## src/rtl/prog_channel_host.sv

```systemverilog
// Host-side end of the program core's in/out channels: serves input words on
// request, checks output words against a loaded expected sequence, and reports
// finished/success once the core signals completion.
// Optional feature macro: CHANNEL_HOST_STRICT_EN (output words beyond NOUT are
// errors). When undefined, the compare index wraps modulo NOUT.
module prog_channel_host #(
  parameter int unsigned WIDTH = 12,
  parameter int unsigned NIN   = 3,
  parameter int unsigned NOUT  = 6,
  parameter int unsigned AW    = 8
) (
  input  logic             clock,
  input  logic             reset,
  input  logic             load_en,
  input  logic             load_sel,
  input  logic [AW-1:0]    load_addr,
  input  logic [WIDTH-1:0] load_data,
  input  logic             start,
  input  logic             in_req,
  output logic             in_valid,
  output logic [WIDTH-1:0] in_data,
  output logic             in_empty,
  output logic [WIDTH-1:0] in_size,
  input  logic             out_valid,
  input  logic [WIDTH-1:0] out_data,
  output logic             out_ready,
  input  logic             prog_done,
  output logic             finished,
  output logic             success,
  output logic [AW-1:0]    first_bad
);

  localparam int unsigned InW  = (NIN > 1) ? $clog2(NIN) : 1;
  localparam int unsigned OutW = (NOUT > 1) ? $clog2(NOUT) : 1;
  localparam logic [AW:0] NinA  = NIN[AW:0];
  localparam logic [AW:0] NoutA = NOUT[AW:0];
  localparam logic [WIDTH-1:0] NinW = NIN[WIDTH-1:0];
`ifndef CHANNEL_HOST_STRICT_EN
  localparam int unsigned NoutLast = NOUT - 1;
`endif

  typedef enum logic [1:0] {StIdle, StRun, StCheck, StDone} state_e;

  state_e state_q, state_d;
  logic [WIDTH-1:0] in_mem  [NIN];
  logic [WIDTH-1:0] exp_mem [NOUT];

  logic [AW:0]      in_pos_q, in_pos_d;
  logic [AW:0]      out_pos_q, out_pos_d;
  logic             err_q, err_d;
  logic [AW-1:0]    bad_q, bad_d;
  logic             in_valid_q, in_valid_d;
  logic [WIDTH-1:0] in_data_q, in_data_d;
  logic             in_empty_q, in_empty_d;
  logic [WIDTH-1:0] in_size_q, in_size_d;
  logic             out_ready_q, out_ready_d;
  logic             finished_q, finished_d;
  logic             success_q, success_d;
  logic [AW-1:0]    first_bad_q, first_bad_d;
`ifndef CHANNEL_HOST_STRICT_EN
  logic [OutW-1:0]  cmp_idx_q, cmp_idx_d;
`endif
  logic             accept;

  // Reset is synchronous, so handshake/status outputs are masked to read 0
  // during the reset cycle itself, before the registers have cleared.
  assign in_valid  = in_valid_q & ~reset;
  assign in_data   = in_data_q;
  assign in_empty  = in_empty_q;
  assign in_size   = in_size_q;
  assign out_ready = out_ready_q & ~reset;
  assign finished  = finished_q & ~reset;
  assign success   = success_q & ~reset;
  assign first_bad = first_bad_q;
  assign accept    = out_valid & out_ready;

  // Stimulus/expected stores: written only in IDLE, never cleared by reset.
  always_ff @(posedge clock) begin
    if (load_en && state_q == StIdle) begin
      if (!load_sel && ({1'b0, load_addr} < NinA)) begin
        in_mem[load_addr[InW-1:0]] <= load_data;
      end
      if (load_sel && ({1'b0, load_addr} < NoutA)) begin
        exp_mem[load_addr[OutW-1:0]] <= load_data;
      end
    end
  end

  // Sequencer, channel positions, checker state and registered outputs.
  always_comb begin
    state_d     = state_q;
    in_pos_d    = in_pos_q;
    out_pos_d   = out_pos_q;
    err_d       = err_q;
    bad_d       = bad_q;
    in_valid_d  = 1'b0;
    in_data_d   = '0;
    in_empty_d  = 1'b0;
    in_size_d   = in_size_q;
    finished_d  = finished_q;
    success_d   = success_q;
    first_bad_d = first_bad_q;
`ifndef CHANNEL_HOST_STRICT_EN
    cmp_idx_d   = cmp_idx_q;
`endif

    case (state_q)
      StIdle:  if (start) state_d = StRun;
      StRun:   if (prog_done) state_d = StCheck;
      StCheck: state_d = StDone;
      default: state_d = StDone;
    endcase

    // Ready lags RUN entry by a cycle and drops as soon as CHECK is taken.
    out_ready_d = (state_q == StRun) && (state_d == StRun);

    if (state_q == StRun && in_req) begin
      in_valid_d = 1'b1;
      if (in_pos_q < NinA) begin
        in_data_d = in_mem[in_pos_q[InW-1:0]];
        in_pos_d  = in_pos_q + 1'b1;
      end else begin
        in_empty_d = 1'b1;
      end
      in_size_d = NinW - WIDTH'(in_pos_d);
    end

    if (accept) begin
      out_pos_d = out_pos_q + 1'b1;
`ifdef CHANNEL_HOST_STRICT_EN
      if (out_pos_q >= NoutA) begin
        if (!err_q) begin
          err_d = 1'b1;
          bad_d = NoutA[AW-1:0];
        end
      end else if (out_data != exp_mem[out_pos_q[OutW-1:0]] && !err_q) begin
        err_d = 1'b1;
        bad_d = out_pos_q[AW-1:0];
      end
`else
      if (out_data != exp_mem[cmp_idx_q] && !err_q) begin
        err_d = 1'b1;
        bad_d = out_pos_q[AW-1:0];
      end
      cmp_idx_d = (cmp_idx_q == NoutLast[OutW-1:0]) ? '0 : cmp_idx_q + 1'b1;
`endif
    end

    if (state_q == StCheck) begin
      finished_d = 1'b1;
`ifdef CHANNEL_HOST_STRICT_EN
      success_d  = !err_q && (out_pos_q == NoutA);
`else
      success_d  = !err_q && (out_pos_q >= NoutA);
`endif
      if (err_q) begin
        first_bad_d = bad_q;
      end else if (out_pos_q < NoutA) begin
        first_bad_d = out_pos_q[AW-1:0];
      end
    end
  end

  // State register with synchronous active-high reset.
  always_ff @(posedge clock) begin
    if (reset) begin
      state_q     <= StIdle;
      in_pos_q    <= '0;
      out_pos_q   <= '0;
      err_q       <= 1'b0;
      bad_q       <= '1;
      in_valid_q  <= 1'b0;
      in_data_q   <= '0;
      in_empty_q  <= 1'b0;
      in_size_q   <= NinW;
      out_ready_q <= 1'b0;
      finished_q  <= 1'b0;
      success_q   <= 1'b0;
      first_bad_q <= '1;
`ifndef CHANNEL_HOST_STRICT_EN
      cmp_idx_q   <= '0;
`endif
    end else begin
      state_q     <= state_d;
      in_pos_q    <= in_pos_d;
      out_pos_q   <= out_pos_d;
      err_q       <= err_d;
      bad_q       <= bad_d;
      in_valid_q  <= in_valid_d;
      in_data_q   <= in_data_d;
      in_empty_q  <= in_empty_d;
      in_size_q   <= in_size_d;
      out_ready_q <= out_ready_d;
      finished_q  <= finished_d;
      success_q   <= success_d;
      first_bad_q <= first_bad_d;
`ifndef CHANNEL_HOST_STRICT_EN
      cmp_idx_q   <= cmp_idx_d;
`endif
    end
  end

endmodule
```

## config.mk

```make
export PLATFORM = sky130hd
export DESIGN_NAME = prog_channel_host
export DESIGN_NICKNAME = d
export VERILOG_FILES = /design/src/rtl/prog_channel_host.sv
export SDC_FILE = /design/constraint.sdc
export NUM_CORES = 1
export LEC_CHECK = 0
export CELL_PAD_IN_SITES_DETAIL_PLACEMENT = 1
export CELL_PAD_IN_SITES_GLOBAL_PLACEMENT = 2
export CORE_MARGIN = 3
export CORE_UTILIZATION = 41
export CTS_BUF_LIST = sky130_fd_sc_hd__clkbuf_4
export DETAILED_ROUTE_END_ITERATION = 8
export PLACE_DENSITY_LB_ADDON = 0.1
export SLEW_MARGIN = 15
export SYNTH_ARGS = -nofsm -noshare
export SYNTH_HDL_FRONTEND = slang
export SYNTH_SLANG_ARGS = --single-unit
```

## constraint.sdc

```tcl
create_clock -name clock -period 3.2 [get_ports clock]
set_clock_uncertainty 0.05 [all_clocks]
set_input_delay 0.48 -clock clock [delete_from_list [all_inputs] [get_ports clock]]
set_output_delay 0.48 -clock clock [all_outputs]
set_load 0.01 [all_outputs]
```

# After elaboration in Yosys (flattened, before gate mapping)
# Memory sizes are Yosys's and may differ from the RTL's. A register that Yosys moved wholly into a read port is not among the register bits.
# Index checks and enable logic that the tools add are counted.
[op_classes] addsub=4 eq_ne=5 n_reduce_logical=15 n_mux=18 n_lt_le_gt_ge=5 n_bitwise=8
[op_table] cell="9-bit by 1-bit adder with 9-bit output, second input constant" count=2
[op_table] cell="9-bit 2-to-1 mux" count=2
[op_table] cell="8-bit 2-to-1 mux" count=2
[op_table] cell="12-bit != test" count=1
[op_table] cell="2-bit by 9-bit subtractor with 10-bit output, first input constant" count=1
[op_table] cell="9-bit by 3-bit >= comparator with 1-bit output, second input constant" count=1
[op_table] cell="9-bit by 2-bit < comparator with 1-bit output, second input constant" count=1
[op_table] cell="9-bit by 3-bit < comparator with 1-bit output, second input constant" count=1
[op_table] cell="3-bit 2-to-1 mux" count=3
[op_table] cell="8-bit by 2-bit < comparator with 1-bit output, second input constant" count=1
[op_table] cell="8-bit by 3-bit < comparator with 1-bit output, second input constant" count=1
[op_table] cell="1-bit 2-to-1 mux" count=8
[op_table] cell="1-bit logical AND" count=7
[op_table] cell="1-bit bitwise AND" count=5
[op_table] cell="2-bit by 1-bit equality test with 1-bit output, second input constant" count=2
[op_table] cell="2-bit 2-to-1 mux" count=2
[op_table] cell="2-bit case mux with 2 select lines" count=1
[op_table] cell="2-bit AND reduction" count=2
[op_table] cell="3-bit by 1-bit adder with 3-bit output, second input constant" count=1
[op_table] cell="3-bit equality test, second input constant" count=1
[op_table] cell="1-bit NOT" count=3
[op_table] cell="3-bit OR reduction" count=1
[op_table] cell="2-bit equality test, second input constant" count=1
[op_table] cell="1-bit zero test" count=2
[op_table] cell="3 further kinds" count=3
[word_totals] memories=2 elab_cells=70 output_inout_bits=37 in_bits=40 ff_bits=57 ram_bits=108
[mem_list] name="exp_mem" words=6 word_bits=12 read_ports=1 rd_clocked_by_memory_dff=1 write_ports=1 line_no="46" rtl="logic [WIDTH-1:0] exp_mem [NOUT];"
[mem_list] name="in_mem" words=3 word_bits=12 read_ports=1 rd_clocked_by_memory_dff=1 write_ports=1 line_no="45" rtl="logic [WIDTH-1:0] in_mem [NIN];"

# Longest topological paths before layout
# Gate-level depths: netlist (run 1).
[depth] word_depth=5 mapped_depth=10 ltp_nobuf=10

# Least setup slack after synthesis (run 1)
# No wires, ideal clock.
[synth_timing] path_kind="in2reg" start="input port load_addr[6]" end="memory in_mem[1][0], enable pin" setup_ps=417 path_stages=4 path_buffers=0 path_slack_ps=340 required_time_ps=2733 arrival_time_ps=2393 cell_sequence="nor4_1 > and4b_1 > nand2b_1 > nor4b_1"
[synth_via] elab_chain_cells=5
[synth_lines] element="start, declared" line_no="16" rtl="input logic [AW-1:0] load_addr,"
[synth_lines] element="8-bit by 2-bit < comparator with 1-bit output" line_no="80" rtl="if (!load_sel && ({1'b0, load_addr} < NinA)) begin"
[synth_lines] element="1-bit logical AND" line_no="80"
[synth_lines] element="1-bit 2-to-1 mux" line_no="80"
[synth_lines] element="1-bit 2-to-1 mux" line_no="79" rtl="if (load_en && state_q == StIdle) begin"
[synth_lines] element="1-bit 2-to-1 mux (implied by the code)" line_no="81" rtl="in_mem[load_addr[InW-1:0]] <= load_data;"
[synth_lines] element="end, declared" line_no="45"
# Every way passes these cells.

==> flow_summary_export.csv, run 1 <==
group,metric,value,unit
yosys,synth-edff-count,108,
worst_setup_path,critPathKind,"reg -> reg",
placed_design,dp_hpwl,9690,um
yosys,netlist_area,6890,um2
sta,slew_headroom,0.299,
hold_path,hold_end,"finished_q",
worst_setup_path,cp_top_family,"multiplexers",
cts,cts_inserted_buffers,17,
global_route,gr-total-overflow,0,
yosys,ys_warn_count,0,
worst_setup_path,r2r-end,"bad_q[0]",
yosys,synth-compound-area-share,0.0405,
status,status,"finished clean",
global_route,grt_max_degree,39,
yosys,yosys.area_share.simple,0.100,
power_and_ir_drop,ir_worst_vdd,0.000309,V
routing,dr.first_iter.drc_count,150,
yosys,synth.area.top_cells,"edfxtp_1, dfxtp_1, mux2i_1",
cts,clock-sinks,177,
global_route,grt_pass1_wl,22400,um
power_and_ir_drop,comb_power_share,0.058,
routing,drt-vias-per-instance,5.05,
worst_setup_path,crit_slowest_cell,"mux4_2",
sta,finalHoldViolations,0,
hold_path,holdCritPathClass,"in -> reg",
power_and_ir_drop,total_leakage_power,2.79,nW
sta,fmax,355,MHz
yosys,synth_fa_ha_area_frac,0.00726,
sta,setup_viol,0,
yosys,synth_cell_types,44,
routing,drc,0,
worst_setup_path,crit_required,3600,ps
power_and_ir_drop,sw_frac_of_total,0.213,
sta,slew_violations,0,
final_layout,nNetsFinal,630,
sta,setup_ws,385,ps
yosys,synth_xor_area_frac,0.0356,
cts,ctsResizeCount,0,
global_route,grt_pass1_vias,4289,
routing,routedWlPerCell,17.4,um
die,fp.dieH,136,um
power_and_ir_drop,p_per_area,475,nW/um2
routing,ant_nets,0,
cts,cts_tree,"yes",
placed_design,gp_congestion,0.709,
worst_setup_path,path_max_fanout,21,
worst_setup_path,critical_path.cell_chain,"buf_4, mux2_2, mux4_2, xnor2_1, nand4_1, nor3_2, or3_1, mux2i_1",
worst_setup_path,path_buf_inv,1,
final_layout,drive_gt1_frac,0.122,
worst_setup_path,r2r_slack,390,ps
yosys,synthMostInstantiatedCell,"edfxtp_1",
hold_path,min-delay-start,"reset",
die,initial_utilization,0.426,
yosys,synth_top_family_by_area,"multiplexers",
yosys,synthMuxAreaShare,0.122,
worst_setup_path,slowest_delay,460,ps
yosys,ys_seq_area_frac,0.671,
final_layout,synthToLayoutAreaGrowth,18.9,%
power_and_ir_drop,power_frac_seq,0.629,
worst_setup_path,rr_worst_depth,8,
sta,tightestPinTransition,1040,ps
yosys,synth_seq_cells,177,
worst_setup_path,cp.arrival,3220,ps
die,die_area,18400,um2
placed_design,numPortBuffers,76,
cts,cts_buffer_depth,2,
global_route,track_usage,0.161,
die,io_pins,77,
routing,num_vias,4115,
sta,fin_crit_sh,0.880,
yosys,synthArstFlopShare,0,
sta,final.min_clock_period,2810,ps
die,die_width,136,um
die,row_count,46,
yosys,synth.avg_cell_area,13.8,um2
worst_setup_path,endpoint_kind,"flip-flop",
global_route,antenna_found_initial,0,
job,max-cap-violations,0,
sta,tns,0,ps
cts,h-tree-depth,4,
routing,drtPass1Iterations,4,
power_and_ir_drop,p_sw,0.000828,W
yosys,synth_top_area_cell,"edfxtp_1",
yosys,synth_common_cells,"edfxtp_1, nor2_1, dfxtp_1",
yosys,syn_inst,500,
cts,path_clk_slew,140,ps
sta,holdWs,330,ps
sta,rsz0062_at_grt,"no",
cts,post_cts_buffers,0,
routing,drt_wl_total,14200,um
yosys,synthFlopType,"edfxtp_1",
cts,cts_hold_buf,0,
hold_path,hold_path_depth,2,
placed_design,dpl_worst_slack,364,ps
power_and_ir_drop,p_clk_frac,0.314,
final_layout,antenna_cells,0,
worst_setup_path,critPathLaunchType,"flip-flop",
cts,insertion_delay,540,ps
power_and_ir_drop,p_int,0.00307,W
cts,root_buffer,"clkbuf_4",
yosys,netlist.area_leader.share,0.471,
die,core-area,16200,um2
yosys,syn_nets,544,
logic make-up after synthesis:
logic type / count (synthesis)
and+or+nand+nor: 150
adders and majority gates: 4
muxes: 66
DFF: 177
xor gates and xnor gates: 28
buffers and inverters: 32
AOI/OAI and AO/OA: 43
routing by layer:
metal / part of all wire / vias to the layer above / GRT usage
met2: 0.52 / 73 / 0.286
met3: 0.034 / 14 / 0.0342
met4: 0.013 / 0 / 0.0526
met1: 0.44 / 2054 / 0.194
met5: 0 / - / 0
li1: - / 1974 / -
layout make-up:
class	instances	area (um2)
multi-input cells	291	2120
well taps	216	270
repair buffers	94	891
flip-flops and latches	177	4620
clock buffers	24	180
fillers	1659	7980
inverters	5	18.8
clock inverters	8	90.1
how the worst max path moves through the flow:
| stage | depth (start not counted) | slack [ps] | endpoint | startpoint |
|---|---|---|---|---|
| floorplan | 4 | 340 | in_mem[1][0] | load_addr[6] |
| global placement | 8 | 460 | bad_q[6] | flip-flop |
| detailed placement | 8 | 360 | bad_q[2] | flip-flop |
| CTS | 8 | 340 | bad_q[0] | flip-flop |
| global route | 8 | 180 | bad_q[0] | flip-flop |
| finish | 8 | 390 | bad_q[0] | flip-flop |
state kept, by name, summed over array words and instances, names as in the netlist, 3 cells and up, named ones only:
| name | cells |
|---|---|
| in_size | 9 |
| exp_mem | 72 |
| in_mem | 36 |
| out_pos_q | 9 |
| first_bad | 8 |
| cmp_idx_q | 3 |
| in_pos_q | 9 |
| in_data | 12 |
| bad_q | 8 |
worst register-to-register path: stages, from the launching register on:
cell and delay, ps:
dfxtp_1 330, buf_4 300, mux2_2 380, mux4_2 460, xnor2_1 170, nand4_1 140
nor3_2 250, or3_1 430, mux2i_1 250
power groups by stage:
stage	Combinational, W	Sequential (W)	Clock, W
after floorplan	0.0000972	0.00250	0
after global placement	0.000225	0.00250	0
after detailed placement	0.000230	0.00250	0
after CTS	0.000231	0.00245	0.00127
after global routing	0.000247	0.00245	0.00137
final	0.000226	0.00245	0.00122
metrics by stage:
stage | cells | total power (W) | util | instance area (um2)
finish | 815 | 0.00390 | 0.507 | 8190
global route | 815 | 0.00407 | 0.507 | 8190
CTS | 815 | 0.00395 | 0.507 | 8190
detailed placement | 783 | 0.00273 | 0.490 | 7920
global placement | 783 | 0.00272 | 0.490 | 7920
floorplan | 500 | 0.00260 | - | 6890
layout by cell type, fill, tap and decap left out, types with 10 or more instances in the layout:
cell type,instances
nor2b_1,11
mux2i_1,33
nand2_1,15
a211o_1,10
clkbuf_4,24
buf_4,18
clkdlybuf4s50_1,75
mux4_2,12
a21oi_1,25
xor2_1,15
mux2_1,14
xnor2_1,13
dfxtp_1,69
nor2_1,88
edfxtp_1,108
No activity file was read; power rests on OpenSTA's default activity.
==> run 2, diff against run 1 <==
--- a/config.mk
+++ b/config.mk
@@ -12,7 +12,7 @@
 export CTS_BUF_LIST = sky130_fd_sc_hd__clkbuf_4
 export DETAILED_ROUTE_END_ITERATION = 8
 export PLACE_DENSITY_LB_ADDON = 0.1
-export SLEW_MARGIN = 15
+export SLEW_MARGIN = 20
 export SYNTH_ARGS = -nofsm -noshare
 export SYNTH_HDL_FRONTEND = slang
 export SYNTH_SLANG_ARGS = --single-unit
==> results of run 2 <==
The final DEF is identical to that of run 1; final timing and power are the same.
